<file path="config.mk">
export PLATFORM = sky130hd
export DESIGN_NAME = opl_wave_atten_pipe
export DESIGN_NICKNAME = d
export VERILOG_FILES = /design/src/rtl/opl_pkg.sv /design/src/rtl/opl_quarter_sine_rom.sv /design/src/rtl/opl_wave_atten_pipe.sv
export SDC_FILE = /design/constraint.sdc
export NUM_CORES = 1
export LEC_CHECK = 0
export CORE_ASPECT_RATIO = 0.6
export CORE_MARGIN = 5
export CORE_UTILIZATION = 35
export CTS_BUF_LIST = sky130_fd_sc_hd__clkbuf_4 sky130_fd_sc_hd__clkbuf_8 sky130_fd_sc_hd__clkbuf_16
export DETAILED_ROUTE_END_ITERATION = 7
export GPL_TIMING_DRIVEN = 0
export PLACE_DENSITY_LB_ADDON = 0.12
export SETUP_SLACK_MARGIN = 0.5
export SYNTH_ARGS = -nofsm -noshare
export SYNTH_HDL_FRONTEND = slang
export SYNTH_SLANG_ARGS = --single-unit
</file>
<file path="constraint.sdc">
create_clock -name clk -period 3.8 [get_ports clk]
set_clock_uncertainty 0.1 [all_clocks]
set_input_delay 0.57 -clock clk [delete_from_list [all_inputs] [get_ports clk]]
set_output_delay 0.57 -clock clk [all_outputs]
set_load 0.01 [all_outputs]
</file>
<file path="src/rtl/opl_pkg.sv">
// Shared OPL waveform-path types: waveform selects, datapath widths, decode records.
// Latency: n/a (types, constants and a pure mirror helper only).
// Backpressure: n/a.
package opl_pkg;

  localparam int OPL_PHASE_W = 10;
  localparam int OPL_ATTEN_W = 12;
  localparam logic [OPL_ATTEN_W-1:0] OPL_MUTE_ATTEN = 12'hFFF;

  typedef enum logic [2:0] {
    WAVE_SINE    = 3'd0,
    WAVE_HALF    = 3'd1,
    WAVE_ABS     = 3'd2,
    WAVE_PULSE   = 3'd3,
    WAVE_ALT     = 3'd4,
    WAVE_CAMEL   = 3'd5,
    WAVE_SQUARE  = 3'd6,
    WAVE_DSQUARE = 3'd7
  } opl_wave_e;

  // Per-sample control that must travel past the ROM read stage.
  typedef struct packed {
    logic                   byp;    // ROM result ignored, use atten below
    logic [OPL_ATTEN_W-1:0] atten;  // attenuation for ROM-bypass waveforms
    logic                   sign;
    logic                   mute;
  } opl_ctl_t;

  // Full decode result: ROM index plus the control carried alongside it.
  typedef struct packed {
    logic [7:0] idx;
    opl_ctl_t   ctl;
  } opl_dec_t;

  // Quarter-wave mirror: the second quarter of each half-cycle reads the
  // table backwards.
  function automatic logic [7:0] opl_mirror(input logic [8:0] x);
    return x[8] ? ~x[7:0] : x[7:0];
  endfunction

endpackage

</file>
<file path="src/rtl/opl_quarter_sine_rom.sv">
// Quarter-wave log-sine table, q[i] = round(-log2(sin((i+0.5)*pi/512))*256), 256 x 12 bit.
// Latency: 1 cycle (registered read output).
// Backpressure: en=0 holds the output register.
// Ports: clk; en (read/advance); idx[7:0] table index; data[11:0] registered table word.
module opl_quarter_sine_rom (
  input  logic        clk,
  input  logic        en,
  input  logic [7:0]  idx,
  output logic [11:0] data
);

  localparam logic [11:0] LOGSIN [256] = '{
    12'h859, 12'h6c3, 12'h607, 12'h58b, 12'h52e, 12'h4e4, 12'h4a6, 12'h471, 12'h443, 12'h41a, 12'h3f5, 12'h3d3, 12'h3b5, 12'h398, 12'h37e, 12'h365,
    12'h34e, 12'h339, 12'h324, 12'h311, 12'h2ff, 12'h2ed, 12'h2dc, 12'h2cd, 12'h2bd, 12'h2af, 12'h2a0, 12'h293, 12'h286, 12'h279, 12'h26d, 12'h261,
    12'h256, 12'h24b, 12'h240, 12'h236, 12'h22c, 12'h222, 12'h218, 12'h20f, 12'h206, 12'h1fd, 12'h1f5, 12'h1ec, 12'h1e4, 12'h1dc, 12'h1d4, 12'h1cd,
    12'h1c5, 12'h1be, 12'h1b7, 12'h1b0, 12'h1a9, 12'h1a2, 12'h19b, 12'h195, 12'h18f, 12'h188, 12'h182, 12'h17c, 12'h177, 12'h171, 12'h16b, 12'h166,
    12'h160, 12'h15b, 12'h155, 12'h150, 12'h14b, 12'h146, 12'h141, 12'h13c, 12'h137, 12'h133, 12'h12e, 12'h129, 12'h125, 12'h121, 12'h11c, 12'h118,
    12'h114, 12'h10f, 12'h10b, 12'h107, 12'h103, 12'h0ff, 12'h0fb, 12'h0f8, 12'h0f4, 12'h0f0, 12'h0ec, 12'h0e9, 12'h0e5, 12'h0e2, 12'h0de, 12'h0db,
    12'h0d7, 12'h0d4, 12'h0d1, 12'h0cd, 12'h0ca, 12'h0c7, 12'h0c4, 12'h0c1, 12'h0be, 12'h0bb, 12'h0b8, 12'h0b5, 12'h0b2, 12'h0af, 12'h0ac, 12'h0a9,
    12'h0a7, 12'h0a4, 12'h0a1, 12'h09f, 12'h09c, 12'h099, 12'h097, 12'h094, 12'h092, 12'h08f, 12'h08d, 12'h08a, 12'h088, 12'h086, 12'h083, 12'h081,
    12'h07f, 12'h07d, 12'h07a, 12'h078, 12'h076, 12'h074, 12'h072, 12'h070, 12'h06e, 12'h06c, 12'h06a, 12'h068, 12'h066, 12'h064, 12'h062, 12'h060,
    12'h05e, 12'h05c, 12'h05b, 12'h059, 12'h057, 12'h055, 12'h053, 12'h052, 12'h050, 12'h04e, 12'h04d, 12'h04b, 12'h04a, 12'h048, 12'h046, 12'h045,
    12'h043, 12'h042, 12'h040, 12'h03f, 12'h03e, 12'h03c, 12'h03b, 12'h039, 12'h038, 12'h037, 12'h035, 12'h034, 12'h033, 12'h031, 12'h030, 12'h02f,
    12'h02e, 12'h02d, 12'h02b, 12'h02a, 12'h029, 12'h028, 12'h027, 12'h026, 12'h025, 12'h024, 12'h023, 12'h022, 12'h021, 12'h020, 12'h01f, 12'h01e,
    12'h01d, 12'h01c, 12'h01b, 12'h01a, 12'h019, 12'h018, 12'h017, 12'h017, 12'h016, 12'h015, 12'h014, 12'h014, 12'h013, 12'h012, 12'h011, 12'h011,
    12'h010, 12'h00f, 12'h00f, 12'h00e, 12'h00d, 12'h00d, 12'h00c, 12'h00c, 12'h00b, 12'h00a, 12'h00a, 12'h009, 12'h009, 12'h008, 12'h008, 12'h007,
    12'h007, 12'h007, 12'h006, 12'h006, 12'h005, 12'h005, 12'h005, 12'h004, 12'h004, 12'h004, 12'h003, 12'h003, 12'h003, 12'h002, 12'h002, 12'h002,
    12'h002, 12'h001, 12'h001, 12'h001, 12'h001, 12'h001, 12'h001, 12'h001, 12'h000, 12'h000, 12'h000, 12'h000, 12'h000, 12'h000, 12'h000, 12'h000
  };

  logic [11:0] data_d;
  logic [11:0] data_q;

  always_comb begin
    data_d = data_q;
    if (en) begin
      data_d = LOGSIN[idx];
    end
  end

  // Table output needs no reset: downstream valid bits qualify it.
  always_ff @(posedge clk) begin
    data_q <= data_d;
  end

  assign data = data_q;

endmodule

</file>
<file path="src/rtl/opl_wave_atten_pipe.sv">
// Time-multiplexed OPL2/OPL3 waveform generator in the log domain: phase + wave -> attenuation/sign/mute.
// Latency: 3 en-cycles (S1 decode, S2 table read, S3 mute/bypass select); one sample per en-cycle.
// Backpressure: en=0 freezes every stage and ignores inputs; rst (sync, active-high) overrides en.
// Ports: clk, rst, en; in_valid/in_phase[9:0]/in_wave[2:0]/in_tag in; out_valid/out_atten[11:0]/
//        out_sign/out_mute/out_tag out (out_* hold the last valid sample while out_valid=0).
module opl_wave_atten_pipe
  import opl_pkg::*;
#(
  parameter int                     NUM_WAVES = 4,
  parameter int                     TAG_W     = 5,
  parameter logic [OPL_ATTEN_W-1:0] MUTE_VAL  = OPL_MUTE_ATTEN
) (
  input  logic                   clk,
  input  logic                   rst,
  input  logic                   en,
  input  logic                   in_valid,
  input  logic [OPL_PHASE_W-1:0] in_phase,
  input  logic [2:0]             in_wave,
  input  logic [TAG_W-1:0]       in_tag,
  output logic                   out_valid,
  output logic [OPL_ATTEN_W-1:0] out_atten,
  output logic                   out_sign,
  output logic                   out_mute,
  output logic [TAG_W-1:0]       out_tag
);

  generate
    if (NUM_WAVES != 4 && NUM_WAVES != 8) begin : g_bad_num_waves
      $error("opl_wave_atten_pipe: NUM_WAVES must be 4 or 8");
    end
  endgenerate

  // ---------------------------------------------------------------- S1 decode
  logic [2:0] wave_sel;
  logic [8:0] alt_phase;  // phase doubled within one half-cycle (alt/camel)
  opl_dec_t   dec;

  always_comb begin
    // OPL2 mode only knows waves 0-3, so the top select bit is dropped.
    wave_sel  = {(NUM_WAVES == 8) && in_wave[2], in_wave[1:0]};
    alt_phase = {in_phase[7:0], 1'b0};
    dec       = '0;
    case (wave_sel)
      WAVE_SINE: begin
        dec.idx      = opl_mirror(in_phase[8:0]);
        dec.ctl.sign = in_phase[9];
      end
      WAVE_HALF: begin
        dec.idx      = opl_mirror(in_phase[8:0]);
        dec.ctl.sign = in_phase[9];
        dec.ctl.mute = in_phase[9];
      end
      WAVE_ABS: begin
        dec.idx = opl_mirror(in_phase[8:0]);
      end
      WAVE_PULSE: begin
        dec.idx      = in_phase[7:0];
        dec.ctl.mute = in_phase[8];
      end
      WAVE_ALT: begin
        dec.idx      = opl_mirror(alt_phase);
        dec.ctl.sign = in_phase[8];
        dec.ctl.mute = in_phase[9];
      end
      WAVE_CAMEL: begin
        dec.idx      = opl_mirror(alt_phase);
        dec.ctl.mute = in_phase[9];
      end
      WAVE_SQUARE: begin
        dec.ctl.byp  = 1'b1;
        dec.ctl.sign = in_phase[9];
      end
      WAVE_DSQUARE: begin
        // Linear ramp in the log domain: rises through the first half-cycle,
        // falls back through the second.
        dec.ctl.byp   = 1'b1;
        dec.ctl.atten = {(in_phase[9] ? ~in_phase[8:0] : in_phase[8:0]), 3'b000};
        dec.ctl.sign  = in_phase[9];
      end
      default: ;
    endcase
  end

  // ---------------------------------------------------------------- pipeline state
  logic                   s1_vld_d, s1_vld_q;
  opl_dec_t               s1_dec_d, s1_dec_q;
  logic [TAG_W-1:0]       s1_tag_d, s1_tag_q;

  logic                   s2_vld_d, s2_vld_q;
  opl_ctl_t               s2_ctl_d, s2_ctl_q;
  logic [TAG_W-1:0]       s2_tag_d, s2_tag_q;

  logic                   out_vld_d, out_vld_q;
  logic [OPL_ATTEN_W-1:0] out_atten_d, out_atten_q;
  logic                   out_sign_d, out_sign_q;
  logic                   out_mute_d, out_mute_q;
  logic [TAG_W-1:0]       out_tag_d, out_tag_q;

  logic [OPL_ATTEN_W-1:0] rom_data;

  // ---------------------------------------------------------------- S2 table read
  // The table register only loads for real samples, keeping it aligned with s2.
  opl_quarter_sine_rom u_rom (
    .clk  (clk),
    .en   (en & s1_vld_q),
    .idx  (s1_dec_q.idx),
    .data (rom_data)
  );

  // ---------------------------------------------------------------- stage advance / S3 select
  always_comb begin
    s1_vld_d    = s1_vld_q;
    s1_dec_d    = s1_dec_q;
    s1_tag_d    = s1_tag_q;
    s2_vld_d    = s2_vld_q;
    s2_ctl_d    = s2_ctl_q;
    s2_tag_d    = s2_tag_q;
    out_vld_d   = out_vld_q;
    out_atten_d = out_atten_q;
    out_sign_d  = out_sign_q;
    out_mute_d  = out_mute_q;
    out_tag_d   = out_tag_q;

    if (rst) begin
      s1_vld_d    = 1'b0;
      s2_vld_d    = 1'b0;
      out_vld_d   = 1'b0;
      out_atten_d = '0;
      out_sign_d  = 1'b0;
      out_mute_d  = 1'b0;
      out_tag_d   = '0;
    end else if (en) begin
      s1_vld_d = in_valid;
      if (in_valid) begin
        s1_dec_d = dec;
        s1_tag_d = in_tag;
      end

      s2_vld_d = s1_vld_q;
      if (s1_vld_q) begin
        s2_ctl_d = s1_dec_q.ctl;
        s2_tag_d = s1_tag_q;
      end

      out_vld_d = s2_vld_q;
      if (s2_vld_q) begin
        out_sign_d = s2_ctl_q.sign;
        out_mute_d = s2_ctl_q.mute;
        out_tag_d  = s2_tag_q;
        if (s2_ctl_q.mute) begin
          out_atten_d = MUTE_VAL;
        end else if (s2_ctl_q.byp) begin
          out_atten_d = s2_ctl_q.atten;
        end else begin
          out_atten_d = rom_data;
        end
      end
    end
  end

  always_ff @(posedge clk) begin
    s1_vld_q    <= s1_vld_d;
    s1_dec_q    <= s1_dec_d;
    s1_tag_q    <= s1_tag_d;
    s2_vld_q    <= s2_vld_d;
    s2_ctl_q    <= s2_ctl_d;
    s2_tag_q    <= s2_tag_d;
    out_vld_q   <= out_vld_d;
    out_atten_q <= out_atten_d;
    out_sign_q  <= out_sign_d;
    out_mute_q  <= out_mute_d;
    out_tag_q   <= out_tag_d;
  end

  assign out_valid = out_vld_q;
  assign out_atten = out_atten_q;
  assign out_sign  = out_sign_q;
  assign out_mute  = out_mute_q;
  assign out_tag   = out_tag_q;

endmodule
</file>
; After elaboration in Yosys (flattened, before gate mapping)
; Memory sizes are Yosys's and may differ from the RTL's. A register that Yosys moved wholly into a read port is not among the register bits.
; Cells that the tools add are included.
[word_totals]
ff_bits = 44
latch_bits = 0
memories = 1
romBits = 3072
output_inout_bits = 20
ram_bits = 0
[mem_list]
columns = memory, depth, word_bits, rd, rd_ports_with_merged_regs, write_ports, line
row1 = (name not given), 256, 12, 1, 1, 0, opl_quarter_sine_rom.sv:37  ; data_d = LOGSIN[idx];
[classes]
n_lt_le_gt_ge = 0
mux = 4
eq_ne = 3
div_mod_pow = 0
reduce_logical = 6
mul = 0
n_bitwise = 4
n_addsub = 0
shift = 0
[op_table]
columns = op, n
row1 = $pmux W8 S2, 1
row2 = $mux W12, 1
row3 = $not A8 Y9, 1
row4 = $mux W8, 1
row5 = $not A8 Y8, 1
row6 = $reduce_and A3 Y1, 2
row7 = $eq A2 B2 Y1 const B, 2
row8 = $reduce_or A3 Y1, 1
row9 = $eq A2 B1 Y1 const B, 1
row10 = $logic_not A2 Y1, 1
row11 = $pmux W1 S2, 1
row12 = $reduce_and A2 Y1, 1
row13 = $reduce_or A2 Y1, 1
row14 = $and A1 B1 Y1, 1
row15 = $not A1 Y1, 1

; Longest topological paths before layout
[logic_depth]
depth_word = 3
mapped_depth = 11

; Hierarchy
; From an unflattened synthesis, not the netlist that was laid out.
[unflattened]
cells_unflattened = 521
hier_area_um2 = 4374.2
[modules_own_cells]
columns = mod, n_inst, cells_each, seq_area_each_um2, area_per_inst_um2
row1 = opl_quarter_sine_rom, 1, 385, 360.3, 2638.8
row2 = opl_wave_atten_pipe, 1, 136, 1101.1, 1735.4

; Worst setup path before layout
; Ideal clock, no wire load.
[synth_timing]
path_kind = reg2reg
startpoint = register s1_dec_q[16] in the netlist's numbering
endpoint = register u_rom.data_q[5], in the netlist u_rom.data[5], data pin
path_stages_with_launch = 10
required_time_ps = 3444
arrival_ps = 2299
synth_period_minus_slack_ps = 2655
n_path_buf = 2
setup_slack_ps = 1145
cell_sequence = edfxtp_1 > buf_2 > inv_1 > ha_1 > buf_2 > or2_1 > a21o_1 > a31oi_1 > o221ai_1 > a41o_1
[synth_via]
elab_chain_cells = 1
[synth_lines]
columns = element, line
row1 = from (decl), opl_wave_atten_pipe.sv:86  ; opl_dec_t s1_dec_d, s1_dec_q;
row2 = from (signal assigned), opl_wave_atten_pipe.sv:163  ; s1_dec_q <= s1_dec_d;
row3 = $not A8 Y9 (implied by the code), opl_quarter_sine_rom.sv:37
row4 = to (decl), opl_quarter_sine_rom.sv:32  ; logic [11:0] data_q;
; Every way passes these cells.
; A chain may end at the register's enable or synchronous reset.

; Worst setup path in the final report
[layout_timing]
startpoint = register s1_dec_q[15] in the netlist's numbering
endpoint = register u_rom.data_q[4], in the netlist u_rom.data[4], data pin
; The elaborated chain is that of the path after synthesis.

==> results by stage <==
Layout:
- The number of antenna repair diodes is 0.
- In the final layout, the share of cells above drive strength 1 is 0.114.
- The area growth from synthesis to layout is 20.3%.
- The number of cells in the finished layout apart from fillers is 744.
- The post-layout net count is 614.
- The number of fillers in the final layout is 1,261.
- The top cell types in the final layout, fill and taps aside, are sky130_fd_sc_hd__nand2_1, sky130_fd_sc_hd__nor2_1, sky130_fd_sc_hd__a21oi_1.
- Registers take 0.00146 mm2.
- Summing all multi-input logic gate instances after layout gives 0.00249 mm2.
- The commonest non-fill, non-tap cell in the layout is sky130_fd_sc_hd__nand2_1.

Power:
- The maximum VDD drop is 0.000199 V.
- The clock power share is 0.317.
- Cell internal power was estimated by the tool at 1.13 mW.
- The register share of total power is 0.409.
- Power spread over the standard cell area amounts to 328 mW/mm2.
- Of the total power, the share spent switching nets is 0.321.
- The power share of the combinational group is 0.274.
- The analysis attributes to net switching a power of 0.533 mW.
- Summed over all cells, the static leakage comes to 1.72 nW.
- The total power of the final layout is 1.66 mW.

GRT:
- For this run, the total global-route usage over all layers was measured as 0.270.
- The remaining global-route overflow is 0.
- The number of global-route vias before repair is 4,393.
- The initial antenna violation count is 0.
- The maximum number of pins on one net before global-route repair is 18.
- The first-pass GRT wire length is 28,400 um.

Place:
- The HPWL reported at the end of detailed placement is 14,600 um.
- The final weighted congestion in routability-driven placement is 1.06.
- The placed cell count is 731.
- In this run the tool buffered the top-level ports with 40 buffer cells.
- Before CTS, the worst setup slack after placement is 0.0123 ns.

Logic synthesis:
- Synthesis produced a netlist whose cell count is 526.
- The total number of yosys warnings is 0.
- The flip-flop cell with the highest count after synthesis is sky130_fd_sc_hd__edfxtp_1.
- Yosys mapped a number of flops with a built-in enable equal to 34.
- The synthesized net count is 562.
- A synthesized cell averages 8.00 um2.
- In the synthesized netlist the async set-or-reset flop fraction comes to 0.
- Of the post-synthesis cell area, the dominant cell type holds 0.243.
- Synthesis instantiated 64 different standard cells from the library.
- For this run, the register share of the synthesized area comes to 0.347.
- The cell area that synthesis handed to floorplanning was 0.00421 mm2.
- Of all cell types, the one taking the most synthesized area is sky130_fd_sc_hd__edfxtp_1.
- The number of flip-flops and latches in the synthesized netlist is 56.
- Ranked by total cell area, the synthesized netlist is headed by sky130_fd_sc_hd__edfxtp_1, sky130_fd_sc_hd__dfxtp_1, sky130_fd_sc_hd__a21oi_1.

STA:
- The final setup violation count is 0.
- For the pin with the worst max-slew slack, the measured transition is 1.23 ns.
- The worst path in the final design needs a cycle of 3.14 ns, including I/O delays and setup.
- The worst relative slew slack is 0.176.
- The share of the clock period used by the worst path is 0.827.
- After routing, the total negative slack on setup checks comes to 0 ns.
- The worst hold slack after final layout is 0.324 ns.
- After layout, the worst setup slack is 0.659 ns.
- The count of final hold-check violations is 0.
- Setup repair after global routing left no endpoint under its margin.
- The number of pins exceeding their max-slew limit in the final report was 0.
- Based on the critical path, the design can be clocked at up to 318 MHz.

Die:
- The number of I/O pins is 42.
- The number of core rows is 31.
- In this run the vertical extent of the chip is 94.9 um.
- The die outline width is 152 um.
- For this configuration, the core starts out at a cell density of 0.353.
- The placeable core region is 0.0119 mm2.
- The area enclosed by the die boundary is 0.0144 mm2.

Critical path:
- Of all nets on the critical path, the largest fanout is 10.
- The sort of element at the start of the critical path is a flop.
- The data required time at the worst endpoint is 3.73 ns.
- The worst setup path is captured at a flop.
- The critical path class is flop to flop.
- Data on the critical path arrives at its endpoint at 3.07 ns.

Routing:
- For this block, the routed nets add up to 19,500 um of wire.
- For this block, the initial DRC count from the detailed router was 710.
- The number of remaining DRC errors is 0.
- The routed layout has 4,755 vias.
- Wire segments on met3 add up to 2850 um in the final route.
- Once detail routing completed, the nets flagged for antenna violations numbered 0.
- The met2 wirelength from detailed routing is 7420 um.
- The highest layer used for signal routing is met4.
- In the final routed layout, each cell accounts on average for 26.2 um.
- The wire length on met1 is 8770 um.
- The first TritonRoute pass finished after 6 iterations.
- After detailed routing, the number of vias per cell comes to 6.39.

Outcome:
- The run finished with clean final reports.

Clocking:
- TritonCTS built the clock tree.
- The number of buffers on the longest clock path is 2.
- The CTS H-tree depth is 2.
- CTS placed an instance of sky130_fd_sc_hd__clkbuf_16 at the clock tree root.
- TritonCTS created 5 clock buffers.
- Counting every sink on the clock net gives 56.
- The clock-pin slew on the worst setup and hold paths is 0.08 ns.
- The later pin in the worst-skew pair is clocked with a latency of 0.30 ns.

Flow run:
- The tool flagged a number of max-cap violations equal to 0.

Worst hold path:
- The tightest min-delay check is of the flop to flop type.
-- power groups by stage --
| stage | Combinational, mW | Clock (mW) | Sequential [mW] |
|---|---|---|---|
| finish | 0.455 | 0.526 | 0.678 |
| global route | 0.474 | 0.565 | 0.680 |
| CTS | 0.421 | 0.532 | 0.678 |
| detailed placement | 0.415 | 0 | 0.694 |
| global placement | 0.429 | 0 | 0.694 |
| floorplan | 0.251 | 0 | 0.690 |
-- area by class of cell --
type | instances | share of cell area
inverter | 11 | 0.00964
buffer | 50 | 0.0497
sequential | 56 | 0.289
timing repair buffer | 45 | 0.0865
clock buffer | 5 | 0.0247
clock inverter | 3 | 0.00840
multi-input combinational | 409 | 0.492
tap | 165 | 0.0408
-- Yosys cell counts (3+ instances only) --
cell                        count
sky130_fd_sc_hd__xor2_1         8
sky130_fd_sc_hd__nand4_1        4
sky130_fd_sc_hd__o311a_1        4
sky130_fd_sc_hd__o2111ai_1      3
sky130_fd_sc_hd__inv_1          8
sky130_fd_sc_hd__edfxtp_1      34
sky130_fd_sc_hd__o221ai_1       5
sky130_fd_sc_hd__and2_1         5
sky130_fd_sc_hd__dfxtp_1       22
sky130_fd_sc_hd__a311oi_1       6
sky130_fd_sc_hd__a2111oi_0      5
sky130_fd_sc_hd__nor2b_1        5
sky130_fd_sc_hd__o211ai_1      10
sky130_fd_sc_hd__and2b_1        4
sky130_fd_sc_hd__and3_1         4
sky130_fd_sc_hd__o21ai_0       41
sky130_fd_sc_hd__a31oi_1        7
sky130_fd_sc_hd__a21oi_1       47
sky130_fd_sc_hd__a211oi_1       7
sky130_fd_sc_hd__nor2_1        50
sky130_fd_sc_hd__o31ai_1        4
sky130_fd_sc_hd__buf_2         23
sky130_fd_sc_hd__buf_6          3
sky130_fd_sc_hd__a32oi_1        4
sky130_fd_sc_hd__ha_1          14
sky130_fd_sc_hd__clkbuf_1      18
sky130_fd_sc_hd__nor3_1        36
sky130_fd_sc_hd__nand2_1       58
sky130_fd_sc_hd__nor2_2         5
sky130_fd_sc_hd__or2_2          3
sky130_fd_sc_hd__buf_1          4
sky130_fd_sc_hd__o311ai_0       5
sky130_fd_sc_hd__nand3_1       13
sky130_fd_sc_hd__nand2b_1      15
sky130_fd_sc_hd__a22oi_1        4
sky130_fd_sc_hd__a221oi_1       3
-- logic make-up (layout without fill, tap and decap cells) --
logic type,after synthesis,count (layout),share of synthesized area
flip-flops,56,56,0.347
XOR/XNOR,8,8,0.0166
AO/OA/AOI/OAI,176,176,0.285
multiplexers,3,3,0.00773
adder cells (fa/ha/maj),14,14,0.0416
AND/OR/NAND/NOR,208,208,0.234
buffers and inverters,61,114,0.0684
-- sequential cells by signal, indices dropped and copies added, names as in the netlist --
name and count:
s2_vld_q 1, s1_vld_q 1, s1_tag_q 5, out_sign 1, out_valid 1, out_atten 12, s1_dec_q 10, out_tag 5
s2_tag_q 5, s2_ctl_q 2, u_rom.data 12, out_mute 1
-- final timing paths --
path	cells after the start	from	slack (ns)	end
max	9	s1_dec_q[15]$_DFFE_PP_	0.66	u_rom.data[4]$_DFFE_PP_
min	0	s1_tag_q[2]$_DFFE_PP_	0.32	s2_tag_q[2]$_DFFE_PP_
max reg2reg	9	s1_dec_q[15]$_DFFE_PP_	0.66	u_rom.data[4]$_DFFE_PP_
min reg2reg	0	s1_tag_q[2]$_DFFE_PP_	0.32	s2_tag_q[2]$_DFFE_PP_
-- through the flow --
step | instance area [um2] | util
2_1_floorplan | 4210 | -
3_3_place_gp | 4820 | 0.404
3_5_place_dp | 4820 | 0.404
4_1_cts | 5000 | 0.420
5_1_grt | 5060 | 0.425
6_report | 5060 | 0.425
-- worst max-delay path, cell delays in order (launching register included) --
cell and delay [ns]:
sky130_fd_sc_hd__edfxtp_1 0.47, sky130_fd_sc_hd__clkbuf_4 0.29, sky130_fd_sc_hd__clkinvlp_4 0.18, sky130_fd_sc_hd__ha_1 0.24, sky130_fd_sc_hd__buf_2 0.24, sky130_fd_sc_hd__and2b_2 0.33, sky130_fd_sc_hd__nor2_4 0.23, sky130_fd_sc_hd__nor3_1 0.10
sky130_fd_sc_hd__a2111oi_1 0.54, sky130_fd_sc_hd__a221oi_2 0.16
-- repair_timing --
item	4_1_cts	5_1_grt
hold buffers	0	0
buffers inserted	1	4
endpoints found under the setup margin	9	4
pin swaps	1	1
resized for setup	4	10
endpoints found under the hold margin	0	0
-- layer usage --
metal	vias up	GRT usage
li1	2053	-
met2	364	0.349
met5	-	0
met4	0	0.0628
met3	46	0.112
met1	2292	0.407
Note: power is estimated with default switching activity, not from simulation.
